$ cat src/rtl/avalon_sample_loader.sv
// avalon_sample_loader: Avalon-MM slave that fills the FFT sample buffer and launches the transform
module avalon_sample_loader #(
    parameter int DATA_W = 16,
    parameter int N_SAMPLES = 256,
    parameter int ADDR_W = 10,
    parameter logic [DATA_W-1:0] START_KEY = DATA_W'(16'hFFFF),
    parameter logic [DATA_W-1:0] ABORT_KEY = DATA_W'(16'h0012),
    localparam int BA_W = $clog2(N_SAMPLES),
    localparam int CNT_W = $clog2(N_SAMPLES + 1)
) (
    input  logic              clk,
    input  logic              n_rst,
    input  logic              slave_chipselect,
    input  logic              slave_read,
    input  logic              slave_write,
    input  logic [ADDR_W-1:0] slave_address,
    input  logic [DATA_W-1:0] slave_writedata,
    output logic [DATA_W-1:0] slave_readdata,
    output logic              buf_wen,
    output logic [BA_W-1:0]   buf_waddr,
    output logic [DATA_W-1:0] buf_wdata,
    output logic              fft_start,
    input  logic              fft_done
);
    localparam int CW = CNT_W < DATA_W - 3 ? CNT_W : DATA_W - 3;
    localparam logic [ADDR_W-1:0] CTRL_ADDR = ADDR_W'(N_SAMPLES);
    localparam logic [ADDR_W-1:0] STATUS_ADDR = ADDR_W'(N_SAMPLES + 1);
    localparam logic [CNT_W-1:0] FULL = CNT_W'(N_SAMPLES);

    typedef enum logic [1:0] {IDLE, LOAD, START, BUSY} state_t;

    state_t            state;
    logic [CNT_W-1:0]  count;
    logic              drop;
    logic [DATA_W-1:0] status;
    logic              wr, rd, sample_hit, arm, abort;

    assign wr = slave_chipselect & slave_write;
    assign rd = slave_chipselect & slave_read & ~slave_write;
    assign sample_hit = wr && slave_address < CTRL_ADDR;
    assign arm = wr && slave_address == CTRL_ADDR && slave_writedata == START_KEY;
    assign abort = wr && slave_address == CTRL_ADDR && slave_writedata == ABORT_KEY;

    // status word: armed, busy, drop sticky and sample count
    always_comb begin
        status = '0;
        status[0] = state == LOAD;
        status[1] = state == START || state == BUSY;
        status[2] = drop;
        status[3 +: CW] = count[CW-1:0];
    end

    // load FSM with registered bus, buffer and start outputs; abort overrides everything
    always_ff @(posedge clk or negedge n_rst) begin
        if (!n_rst) begin
            state <= IDLE;
            count <= '0;
            drop <= 1'b0;
            slave_readdata <= '0;
            buf_wen <= 1'b0;
            buf_waddr <= '0;
            buf_wdata <= '0;
            fft_start <= 1'b0;
        end else begin
            buf_wen <= 1'b0;
            fft_start <= 1'b0;
            slave_readdata <= rd && slave_address == STATUS_ADDR ? status : '0;
            if (abort) begin
                state <= IDLE;
                count <= '0;
            end else begin
                if (sample_hit) begin
                    if (state == LOAD && count != FULL) begin
                        buf_wen <= 1'b1;
                        buf_waddr <= slave_address[BA_W-1:0];
                        buf_wdata <= slave_writedata;
                        count <= count + 1'b1;
                    end else begin
                        drop <= 1'b1;
                    end
                end
                case (state)
                    IDLE: if (arm) begin
                        state <= LOAD;
                        count <= '0;
                        drop <= 1'b0;
                    end
                    LOAD: if (count == FULL) begin
                        state <= START;
                        fft_start <= 1'b1;
                    end
                    START: begin
                        state <= BUSY;
                        count <= '0;
                    end
                    default: if (fft_done) state <= IDLE;
                endcase
            end
        end
    end
endmodule

$ cat config.mk
export PLATFORM = sky130hd
export DESIGN_NAME = avalon_sample_loader
export DESIGN_NICKNAME = d
export VERILOG_FILES = /design/src/rtl/avalon_sample_loader.sv
export SDC_FILE = /design/constraint.sdc
export NUM_CORES = 1
export LEC_CHECK = 0
export BUFFER_PORTS_ARGS = -buffer_cell sky130_fd_sc_hd__buf_4
export CAP_MARGIN = 20
export CORE_MARGIN = 3
export CORE_UTILIZATION = 40
export CTS_CLUSTER_DIAMETER = 50
export DETAILED_ROUTE_END_ITERATION = 10
export PLACE_DENSITY_LB_ADDON = 0.05
export SYNTH_ARGS = -nofsm -noshare
export SYNTH_HDL_FRONTEND = slang
export SYNTH_SLANG_ARGS = --single-unit
$ cat constraint.sdc
create_clock -name clk -period 3.85 [get_ports clk]
set_input_delay 0 -clock clk [delete_from_list [all_inputs] [get_ports clk]]
set_output_delay 0 -clock clk [all_outputs]
set_load 0.05 [all_outputs]
# Word-level counts from Yosys, hierarchy flattened
# Cells that the tools add are included.
[word_totals] reg_bits=50 latchBits=0 ramBits=0 romBits=0 input_bits=32 output_inout_bits=42 n_memories=0
[classes] n_addsub=1 mul=0 div=0 order_cmp=1 eq_ne=11 n_shift=0 muxes=21 bitwise_logic=5 reduce_logical=11
[ops] operator="$mux W9" count=4
[ops] operator="$eq A10 B9 Y1 const B" count=2
[ops] operator="$pmux W9 S2" count=1
[ops] operator="$eq A16 B16 Y1 const B" count=1
[ops] operator="$eq A16 B5 Y1 const B" count=1
[ops] operator="$mux W12" count=1
[ops] operator="$lt A10 B9 Y1 const B" count=1
[ops] operator="$mux W1" count=10
[ops] operator="$add A9 B1 Y9 const B" count=1
[ops] operator="$eq A9 B9 Y1 const B" count=1
[ops] operator="$ne A9 B9 Y1 const B" count=1
[ops] operator="$mux W2" count=4
[ops] operator="$logic_and A1 B1 Y1" count=6
[ops] operator="$pmux W2 S3" count=1
[ops] operator="$reduce_and A3 Y1" count=2
[ops] operator="$reduce_bool A5 Y1" count=1
[ops] operator="$eq A2 B2 Y1 const B" count=2
[ops] operator="$and A1 B1 Y1" count=3
[ops] operator="$ne A3 B1 Y1 const B" count=1
[ops] operator="$ne A3 B3 Y1 const B" count=1
[ops] operator="$eq A2 B1 Y1 const B" count=1
[ops] operator="$logic_not A2 Y1" count=1
[ops] operator="$not A1 Y1" count=2
[ops] operator="$logic_or A1 B1 Y1" count=1

# Logic depth before layout (Yosys ltp)
# Gate-level depths: netlist of the first run.
[logic_depth] depth_word=7 mapped_depth=9 depth_no_buf=8

# Worst setup path before layout of the first run
# No wires, ideal clock.
[synth_timing] path_type="flip-flop to flip-flop" startpoint="register count[0]" endpoint="register buf_waddr[0]" t_arrival_ns=1.765 slack_ns=2.019 stages_incl_launch_ff=9 n_path_buf=2 period_less_slack_ns=1.831 cell_sequence="dfrtp_1 inv_1 ha_1 nor4b_1 a211o_1 clkbuf_1 clkbuf_1 nand2_1 nand2_1"
[synth_between] elab_chain_cells=3
[synth_rtl] item="start: declaration" line_no="33" rtl="logic [CNT_W-1:0] count;"
[synth_rtl] item="start signal: assignment" line_no="77" rtl="count <= count + 1'b1;"
[synth_rtl] item="$ne A9 B9 Y1" line_no="73" rtl="if (state == LOAD && count != FULL) begin"
[synth_rtl] item="$logic_and A1 B1 Y1" line_no="73"
[synth_rtl] item="$reduce_and A3 Y1 (no source line)"
[synth_rtl] item="end signal: assignment" line_no="75" rtl="buf_waddr <= slave_address[BA_W-1:0];"
[synth_rtl] item="end: declaration" line_no="20" rtl="output logic [BA_W-1:0] buf_waddr,"
# No other way between the ends.
# A chain may end at the register's enable or synchronous reset.

# Final worst setup path of the first run
[layout_timing] startpoint="register count[0]" endpoint="register count[4]"
[layout_between] elab_chain_cells=7 word_cells_on_any_way=8 cone_classes="add/sub: 1; eq/ne: 1; mux: 5; reduce/logical: 1"
[layout_rtl] item="branches (longest 2 deep; another with $add A9 B1 Y9)"
[layout_rtl] item="$mux W9 (*)" line_no="73"
[layout_rtl] item="$mux W9 (*)" line_no="72" rtl="if (sample_hit) begin"
[layout_rtl] item="$mux W9" line_no="83" rtl="IDLE: if (arm) begin"
[layout_rtl] item="$pmux W9 S2 (*)" line_no="82" rtl="case (state)"
[layout_rtl] item="$mux W9 (*)" line_no="68" rtl="if (abort) begin"
# Every way passes the cells marked *.

==> out/qor.tcl, run 1 <==
set qor(antenna_found_initial) 0
set qor(groute.layer.met2.usage_pct) 30.9
set qor(dp.final_hpwl_um) 3890
set qor(syn_area_um2) 2270
set qor(timing.max_cap.violations) 0
set qor(yosysWarningCount) 0
set qor(worst_pin_slew_ns) 0.932
set qor(firstDrtPassIters) 5
set qor(total_cell_area_at_the_placement_stage_um2) 2840
set qor(synthFlopType) {dfrtp_1}
set qor(vias) 1975
set qor(period_share_pct) 61.9
set qor(synth_edf_count) 0
set qor(cp_data_arrival_time_ns) 2.55
set qor(cts_repair_resize_count) 0
set qor(dieHeight_um) 81.4
set qor(setup_total_negative_slack_ns) 0
set qor(wl_um) 5520
set qor(utilization_pct) 60.1
set qor(maximum_number_of_pins_on_one_net_before_global_route_repair) 51
set qor(clk_transition_reported_paths_ns) 0.09
set qor(fp.coreArea_um2) 5300
set qor(layout.cells.non_filler) 403
set qor(max-vdd-ir-drop_mv) 0.205
set qor(antenna_left) 0
set qor(hold_bufs_at_cts) 26
set qor(filler_cell_count) 458
set qor(syn-instance-count) 237
set qor(ctsHtreeMaxLevel) 2
set qor(cts_buffer_depth) 2
set qor(crit_path_start_kind) {flop}
set qor(synth_to_final_area_change_pct) 40.4
set qor(timing.clock.skew_ns) 0.00528
set qor(grt_pass1_wl_um) 9170
set qor(outcome) {completed}
set qor(num_antenna_cells) 0
set qor(fp.dieW_um) 81.4
set qor(tritoncts_clock_tree) {done}
set qor(worstHoldPathType) {in2reg}
set qor(final_wtd_congestion) 0.779
set qor(initial_utilization_pct) 42.9
set qor(synth_seq_cells) 50
set qor(finalCriticalPeriod_ns) 2.38
set qor(placement.io_buffers) 69
set qor(sum_of_overflow_across_all_layers_after_global_routing) 0
set qor(last_element_of_the_critical_path) {count[4]$_DFF_PN0_}
set qor(grt.met3_usage_pct) 3.44
set qor(r2r_start) {count[0]$_DFF_PN0_}
set qor(io_pins) 74
set qor(report.final.slew_viol_count) 0
set qor(first_iter_violations) 105
set qor(synth_sequential_area_ratio_pct) 55.1
set qor(finalInstanceArea_um2) 3190
set qor(detailedPlace.worstSlack_ns) 1.46
set qor(max_freq_ghz) 0.420
set qor(master_cell_of_the_clock_root_buffer) {clkbuf_8}
set qor(worst-r2r-setup-slack_ns) 1.47
set qor(synth.lib_cells_used.distinct) 40
set qor(worst-path-max-fanout) 31
set qor(first_global_vias) 1920
set qor(postSynth.asyncResetShare_pct) 100
set qor(cts.sink_count) 50
set qor(routed_wire_length_per_instance_um) 13.7
set qor(insertion_delay_ns) 0.30
set qor(timing.slew.headroom_pct) 37.8
set qor(critPathCaptureType) {flop}
set qor(static-leakage-power_uw) 0.00166
set qor(die_area_um2) 6620
set qor(grt_busiest_layer) {met2}
set qor(dp_cells) 369
set qor(post_cts_buffers) 0
set qor(residual_drc) 0
set qor(syn_avg_cell_area_um2) 9.59
set qor(setup.worst_path.start) {count[0]$_DFF_PN0_}
set qor(cts-buffers-inserted) 5
set qor(timing.rr.end) {count[4]$_DFF_PN0_}
set qor(post_route_cells_drive_above_1_share_pct) 24.9
set qor(timing.setup.critical_path_class) {reg2reg}
set qor(setup_slack_ns) 1.47
set qor(setup_violations) 0
set qor(global_route.usage.met1_pct) 22.7
set qor(core.rowCount) 26
set qor(drt-vias-per-instance) 4.90
set qor(grtUsageTotal_pct) 18.2
set qor(grt_setup_unrepaired) {false}
set qor(final_net_count) 370
set qor(timing_hold_violations_final) 0
set qor(worst_ep_required_time_ns) 4.02
set qor(p_per_area_nw_per_um2) 320
set qor(path_depth_of_the_worst_reg2reg_path) 8
-- worst min-delay path by stage --
stage / startpoint / end / slack (ns) / cells after the start
after floorplan: n_rst / buf_waddr[0]$_DFFE_PN0P_ / -0.30 / 0
after global placement: n_rst / slave_readdata[8]$_DFF_PN0_ / 0.07 / 1
after detailed placement: n_rst / slave_readdata[8]$_DFF_PN0_ / 0.07 / 1
after CTS: slave_read / slave_readdata[11]$_DFF_PN0_ / 0.12 / 3
after global routing: slave_read / slave_readdata[11]$_DFF_PN0_ / 0.16 / 3
final: slave_read / slave_readdata[11]$_DFF_PN0_ / 0.14 / 3
-- cells in the final DEF, fill, tap and decap left out, types with 2 or more instances in the layout --
| cell type | n |
|---|---|
| nor2_1 | 11 |
| nand4_1 | 6 |
| ha_1 | 6 |
| nor3_1 | 4 |
| and4_1 | 2 |
| a21oi_1 | 5 |
| xnor2_1 | 5 |
| xor2_1 | 2 |
| inv_1 | 10 |
| nand3_1 | 4 |
| nor4b_1 | 2 |
| nor4_1 | 11 |
| clkbuf_8 | 6 |
| nand2_1 | 81 |
| conb_1 | 4 |
| buf_4 | 70 |
| and2_1 | 7 |
| dfrtp_1 | 50 |
| dlygate4sd3_1 | 26 |
-- kinds of logic after synthesis --
group                    share of synthesized area [%]
other                                            0.165
XOR/XNOR                                          2.70
AO/OA/AOI/OAI                                     5.34
AND/OR/NAND/NOR                                   29.2
adder cells (fa/ha/maj)                           3.30
buffers and inverters                             4.24
flip-flops                                        55.1
-- layer usage --
layer	routed length (um)	share of wire (%)
met4	116	2.1
met5	0	0
met3	298	5.4
met1	2270	41
met2	2830	51
-- cell type report --
type | instances | area [um2] | area share (%)
flip-flops and latches | 50 | 1250 | 39.2
clock inverters | 1 | 5.00 | 0.157
clock buffers | 7 | 86.3 | 2.71
well taps | 70 | 87.6 | 2.75
repair buffers | 96 | 786 | 24.6
inverters | 10 | 37.5 | 1.18
multi-input cells | 169 | 936 | 29.3
-- critical path: stages, from the launching register on --
cell and delay (ns):
dfrtp_1 0.43, inv_1 0.08, ha_1 0.19, nor4b_1 0.15, a211o_1 0.31, inv_1 0.68, nand4_1 0.20, xor2_1 0.17
nor2_1 0.05
-- where the power goes --
part	total, uW	internal [uW]	switching (uW)
clock network	309	145	164
registers	546	538	8.56
logic	167	67.1	99.6
total	1020	750	272
-- through the flow --
| stage | hold slack, ns | power (uW) |
|---|---|---|
| floorplan | -0.296 | 638 |
| global placement | 0.0673 | 702 |
| detailed placement | 0.0686 | 703 |
| CTS | 0.123 | 1040 |
| global route | 0.158 | 1080 |
| finish | 0.143 | 1020 |
-- Yosys cell counts (2+ instances only) --
library cell / instances / area share (%)
and4_1: 2 / 0.77
and2_1: 7 / 1.9
nor2_1: 11 / 1.8
ha_1: 6 / 3.3
nor3_1: 4 / 0.88
nand3_1: 4 / 0.88
buf_4: 4 / 1.3
nand2_1: 81 / 13
clkbuf_1: 3 / 0.50
a21oi_1: 5 / 1.1
buf_1: 2 / 0.33
xnor2_1: 5 / 1.9
nand4_1: 6 / 1.7
nor4_1: 11 / 3.0
inv_1: 10 / 1.7
nor4b_1: 2 / 0.77
dfrtp_1: 50 / 55
xor2_1: 2 / 0.77
-- sequential cells by signal, summed over array words and instances (netlist names) --
name / cells
buf_wen: 1
fft_start: 1
slave_readdata: 12
state: 2
buf_wdata: 16
buf_waddr: 8
count: 9
drop: 1
(Power assumes the default switching activity.)
==> inputs of run 2 (changes only) <==
Settings changed: ABC_AREA from default to 1.
Clock period 3.85 ns to 2.1 ns, I/O delays scaled along.
==> out/qor.tcl, run 2 <==
set qor(dieHeight_um) 82.5 ;# +1.3%
set qor(max_freq_ghz) 0.558 ;# +33%
set qor(cts_buffer_depth) 2 ;# unchanged
set qor(worst_ep_required_time_ns) 2.33 ;# -1.69 ns
set qor(buf_inv_on_cp) 4 ;# +2
set qor(synthSimpleGateAreaFrac_pct) 31.2 ;# +2.0 points
set qor(top_regs) {buf_wdata (16), slave_readdata (12), count (9)}
set qor(critical_path_s_largest_stage_delay_ns) 0.43 ;# -0.25 ns
set qor(fp.coreArea_um2) 5570 ;# +5.1%
set qor(synth_seq_cells) 50 ;# unchanged
set qor(detailedPlace.worstSlack_ns) 0.327 ;# -1.14 ns
set qor(initial_utilization_pct) 42.0 ;# -0.90 points
set qor(post_synth_main_area_contributors) {dfrtp_1 (54%), nand2_1 (16%), nor2_1 (6.7%)}
set qor(largest_reg_flops) 16 ;# unchanged
set qor(maximum_number_of_pins_on_one_net_before_global_route_repair) 51 ;# unchanged
set qor(sum_of_overflow_across_all_layers_after_global_routing) 0 ;# unchanged
set qor(crit_path_start_kind) {flop}
set qor(synth_commonest_cells) {nand2_1 (101), dfrtp_1 (50), nor2_1 (42)}
set qor(postSynth.asyncResetShare_pct) 100 ;# unchanged
set qor(wl_um) 5670 ;# +2.7%
set qor(cp_data_arrival_time_ns) 2.02 ;# -0.53 ns
set qor(post_cts_buffers) 0 ;# unchanged
set qor(utilization_pct) 57.9 ;# -2.2 points
set qor(insertion_delay_ns) 0.30 ;# about the same
set qor(die_area_um2) 6800 ;# +2.7%
set qor(grtUsageTotal_pct) 18.6 ;# +0.38 points
set qor(timing.rr.end) {count[1]$_DFF_PN0_}
set qor(setup_violations) 0 ;# unchanged
set qor(synth_xor_xnor_area_share_pct) 0.749 ;# -1.9 points
set qor(muxShareOfSynthArea_pct) 0 ;# unchanged
set qor(synth-compound-area-share_pct) 3.21 ;# -2.1 points
set qor(last_element_of_the_critical_path) {count[1]$_DFF_PN0_}
set qor(yosysWarningCount) 0 ;# unchanged
set qor(num_antenna_cells) 0 ;# unchanged
set qor(post_route_cells_drive_above_1_share_pct) 22.7 ;# -2.3 points
set qor(cp.depth) 10 ;# +2
set qor(timing.slew.headroom_pct) 58.5 ;# +21 points
set qor(multi_input_area_um2) 912 ;# -2.5%
set qor(master_cell_of_the_clock_root_buffer) {clkbuf_8}
set qor(fp.dieW_um) 82.5 ;# +1.3%
set qor(finalCriticalPeriod_ns) 1.79 ;# -0.592 ns
set qor(filler_cell_count) 536 ;# +17%
set qor(final_net_count) 421 ;# +14%
set qor(timing.clock.skew_ns) 0.00742 ;# +0.00214 ns
set qor(cpMostUsedCell) {inv_1}
set qor(setup_total_negative_slack_ns) 0 ;# unchanged
set qor(cts-buffers-inserted) 5 ;# unchanged
set qor(final_wtd_congestion) 0.827 ;# +6.1%
set qor(largest-register) {buf_wdata}
set qor(timing.critical_path.slowest_stage_cell) {dfrtp_1}
set qor(r2r_start) {count[0]$_DFF_PN0_}
set qor(io_pins) 74 ;# unchanged
set qor(worst-path-max-fanout) 26 ;# -16%
set qor(clk_transition_reported_paths_ns) 0.08 ;# about the same
set qor(firstDrtPassIters) 4 ;# -1
set qor(worstPathCellList) {inv_1 -> ha_1 -> inv_1 -> nor2_1 -> nand4_2 -> nand2_4 -> inv_4 -> o21ai_0 -> inv_1 -> nor2_1}
set qor(sequential_cell_area_um2) 1250 ;# unchanged
set qor(synth_to_final_area_change_pct) 38.1
set qor(setup.worst_path.start) {count[0]$_DFF_PN0_}
set qor(drt-vias-per-instance) 4.58 ;# -6.5%
set qor(synthFlopType) {dfrtp_1}
set qor(synth_sequential_area_ratio_pct) 53.5 ;# -1.6 points
set qor(first_global_vias) 1971 ;# +2.7%
set qor(met3_wirelength_um) 318 ;# +6.7%
set qor(timing_hold_violations_final) 0 ;# unchanged
set qor(ctsHtreeMaxLevel) 2 ;# unchanged
set qor(met2RoutedLength_um) 2770 ;# -2.1%
set qor(critPathCaptureType) {flop}
set qor(worst-r2r-setup-slack_ns) 0.31 ;# -1.16 ns
set qor(post-synth-top-area-fraction_pct) 53.5 ;# -1.6 points
set qor(p_per_area_nw_per_um2) 1110 ;# +250%
set qor(synth-adder-area-share_pct) 3.21 ;# -0.094 points
set qor(timing.max_cap.violations) 0 ;# unchanged
set qor(layout.cells.most_common_list) {nand2_1 (101), buf_4 (70), dfrtp_1 (50)}
set qor(main_combinational_cell_family_by_area_after_synthesis) {simple AND/OR/NAND/NOR gates}
set qor(grt_setup_unrepaired) {false}
set qor(period_share_pct) 85.3 ;# +23 points
set qor(worst_pin_slew_ns) 0.622 ;# -0.310 ns
set qor(layout.cells.most_common) {nand2_1}
set qor(worstHoldPathType) {in2reg}
set qor(first_iter_violations) 120 ;# +14%
set qor(timing.setup.critical_path_class) {reg2reg}
set qor(cts.sink_count) 50 ;# unchanged
set qor(synth_largest_area_cell) {dfrtp_1}
set qor(max-vdd-ir-drop_mv) 0.862 ;# +320%
set qor(core.rowCount) 27 ;# +3.8%
set qor(path_depth_of_the_worst_reg2reg_path) 10 ;# +2
set qor(tritoncts_clock_tree) {done}
set qor(synth.lib_cells_used.distinct) 26 ;# -35%
set qor(outcome) {completed}
set qor(holdWs_ns) 0.0338 ;# -0.109 ns
set qor(vias) 2089 ;# +5.8%
set qor(synth_edf_count) 0 ;# unchanged
set qor(wirelength_met1_um) 2510 ;# +11%
set qor(topRoutingLayerUsed) {met4}
set qor(yosys.cell_count.top_type) {nand2_1}
set qor(cp_top_family) {simple AND/OR/NAND/NOR gates}
set qor(placement.io_buffers) 69 ;# unchanged
set qor(antenna_found_initial) 0 ;# unchanged
set qor(residual_drc) 0 ;# unchanged
set qor(report.final.slew_viol_count) 0 ;# unchanged
set qor(grt_pass1_wl_um) 9500 ;# +3.6%
set qor(setup_slack_ns) 0.309 ;# -1.16 ns
set qor(syn-instance-count) 289 ;# +22%
set qor(dp.final_hpwl_um) 4140 ;# +6.3%
set qor(cts_repair_resize_count) 0 ;# unchanged
set qor(syn_area_um2) 2340 ;# +2.9%
set qor(antenna_left) 0 ;# unchanged
set qor(static-leakage-power_uw) 0.00171 ;# +3.0%
set qor(routed_wire_length_per_instance_um) 12.4 ;# -9.2%
set qor(syn_avg_cell_area_um2) 8.09 ;# -16%
-- run 2: cell count changes in the layout (fill, tap and decap cells not counted), moves of 2 or more --
cell           previous run  this run
or2_2                     0         2
nor2_2                    0         2
nand3_1                   4         8
o21ai_0                   1        13
xnor2_1                   5         0
and4_1                    2         0
inv_1                    10        29
and2_1                    7         0
nor2_1                   11        42
nand2_1                  81       101
dlygate4sd3_1            26        24
nor4_1                   11         4
nor4b_1                   2         0
a21oi_1                   5         2
-- run 2: worst min path at each step --
stage / startpoint / endpoint / depth (start not counted)
2_1_floorplan: n_rst / buf_waddr[0]$_DFFE_PN0P_ / 0
3_3_place_gp: n_rst / buf_wdata[0]$_DFFE_PN0P_ / 1
3_5_place_dp: n_rst / buf_waddr[4]$_DFFE_PN0P_ / 1
4_1_cts: slave_address[0] / buf_waddr[0]$_DFFE_PN0P_ / 3
5_1_grt: slave_address[0] / buf_waddr[0]$_DFFE_PN0P_ / 3
6_report: slave_address[0] / buf_waddr[0]$_DFFE_PN0P_ / 3
-- run 2: area by class of cell --
class,instances,area share [%]
Timing Repair Buffer,94,23.7
Tap cell,72,2.79
Clock inverter,1,0.155
Clock buffer,7,2.67
Inverter,31,3.68
Sequential cell,50,38.7
Multi-Input combinational cell,201,28.2
-- run 2: repair_timing --
item	in CTS	in global routing
endpoints found under the setup margin	0	0
hold buffers	24	0
endpoints found under the hold margin	73	0
-- run 2: logic make-up (layout without fill, tap and decap cells) --
| kind of cell | Yosys count | count (layout) |
|---|---|---|
| AND/OR/NAND/NOR | 174 | 174 |
| adder cells (fa/ha/maj) | 6 | 6 |
| other | 1 | 4 |
| buffers and inverters | 41 | 133 |
| AO/OA/AOI/OAI | 15 | 15 |
| flip-flops | 50 | 50 |
| XOR/XNOR | 2 | 2 |
-- run 2: metrics by stage --
step	cells	instance area, um2	total power [uW]
after floorplan	292	2350	2480
after global placement	424	2900	2990
after detailed placement	424	2900	3010
after CTS	456	3230	3620
after global routing	456	3230	3810
final	456	3230	3580
-- run 2: tightest hold or removal path, delay by kind of cell --
| family | cells | cell delay, ns |
|---|---|---|
| buffers and inverters | 2 | 0.15 |
| AO/OA/AOI/OAI | 1 | 0.15 |
-- run 2: layer usage --
| layer | up-vias | track usage, % |
|---|---|---|
| li1 | 1068 | - |
| met1 | 962 | 24.2 |
| met2 | 52 | 30.9 |
| met3 | 7 | 4.01 |
| met4 | 0 | 5.48 |
| met5 | - | 0 |
-- run 2: power breakdown --
group	switching, uW	internal [uW]
combinational	1170	518
clock	304	266
sequential	137	1190
total	1610	1970
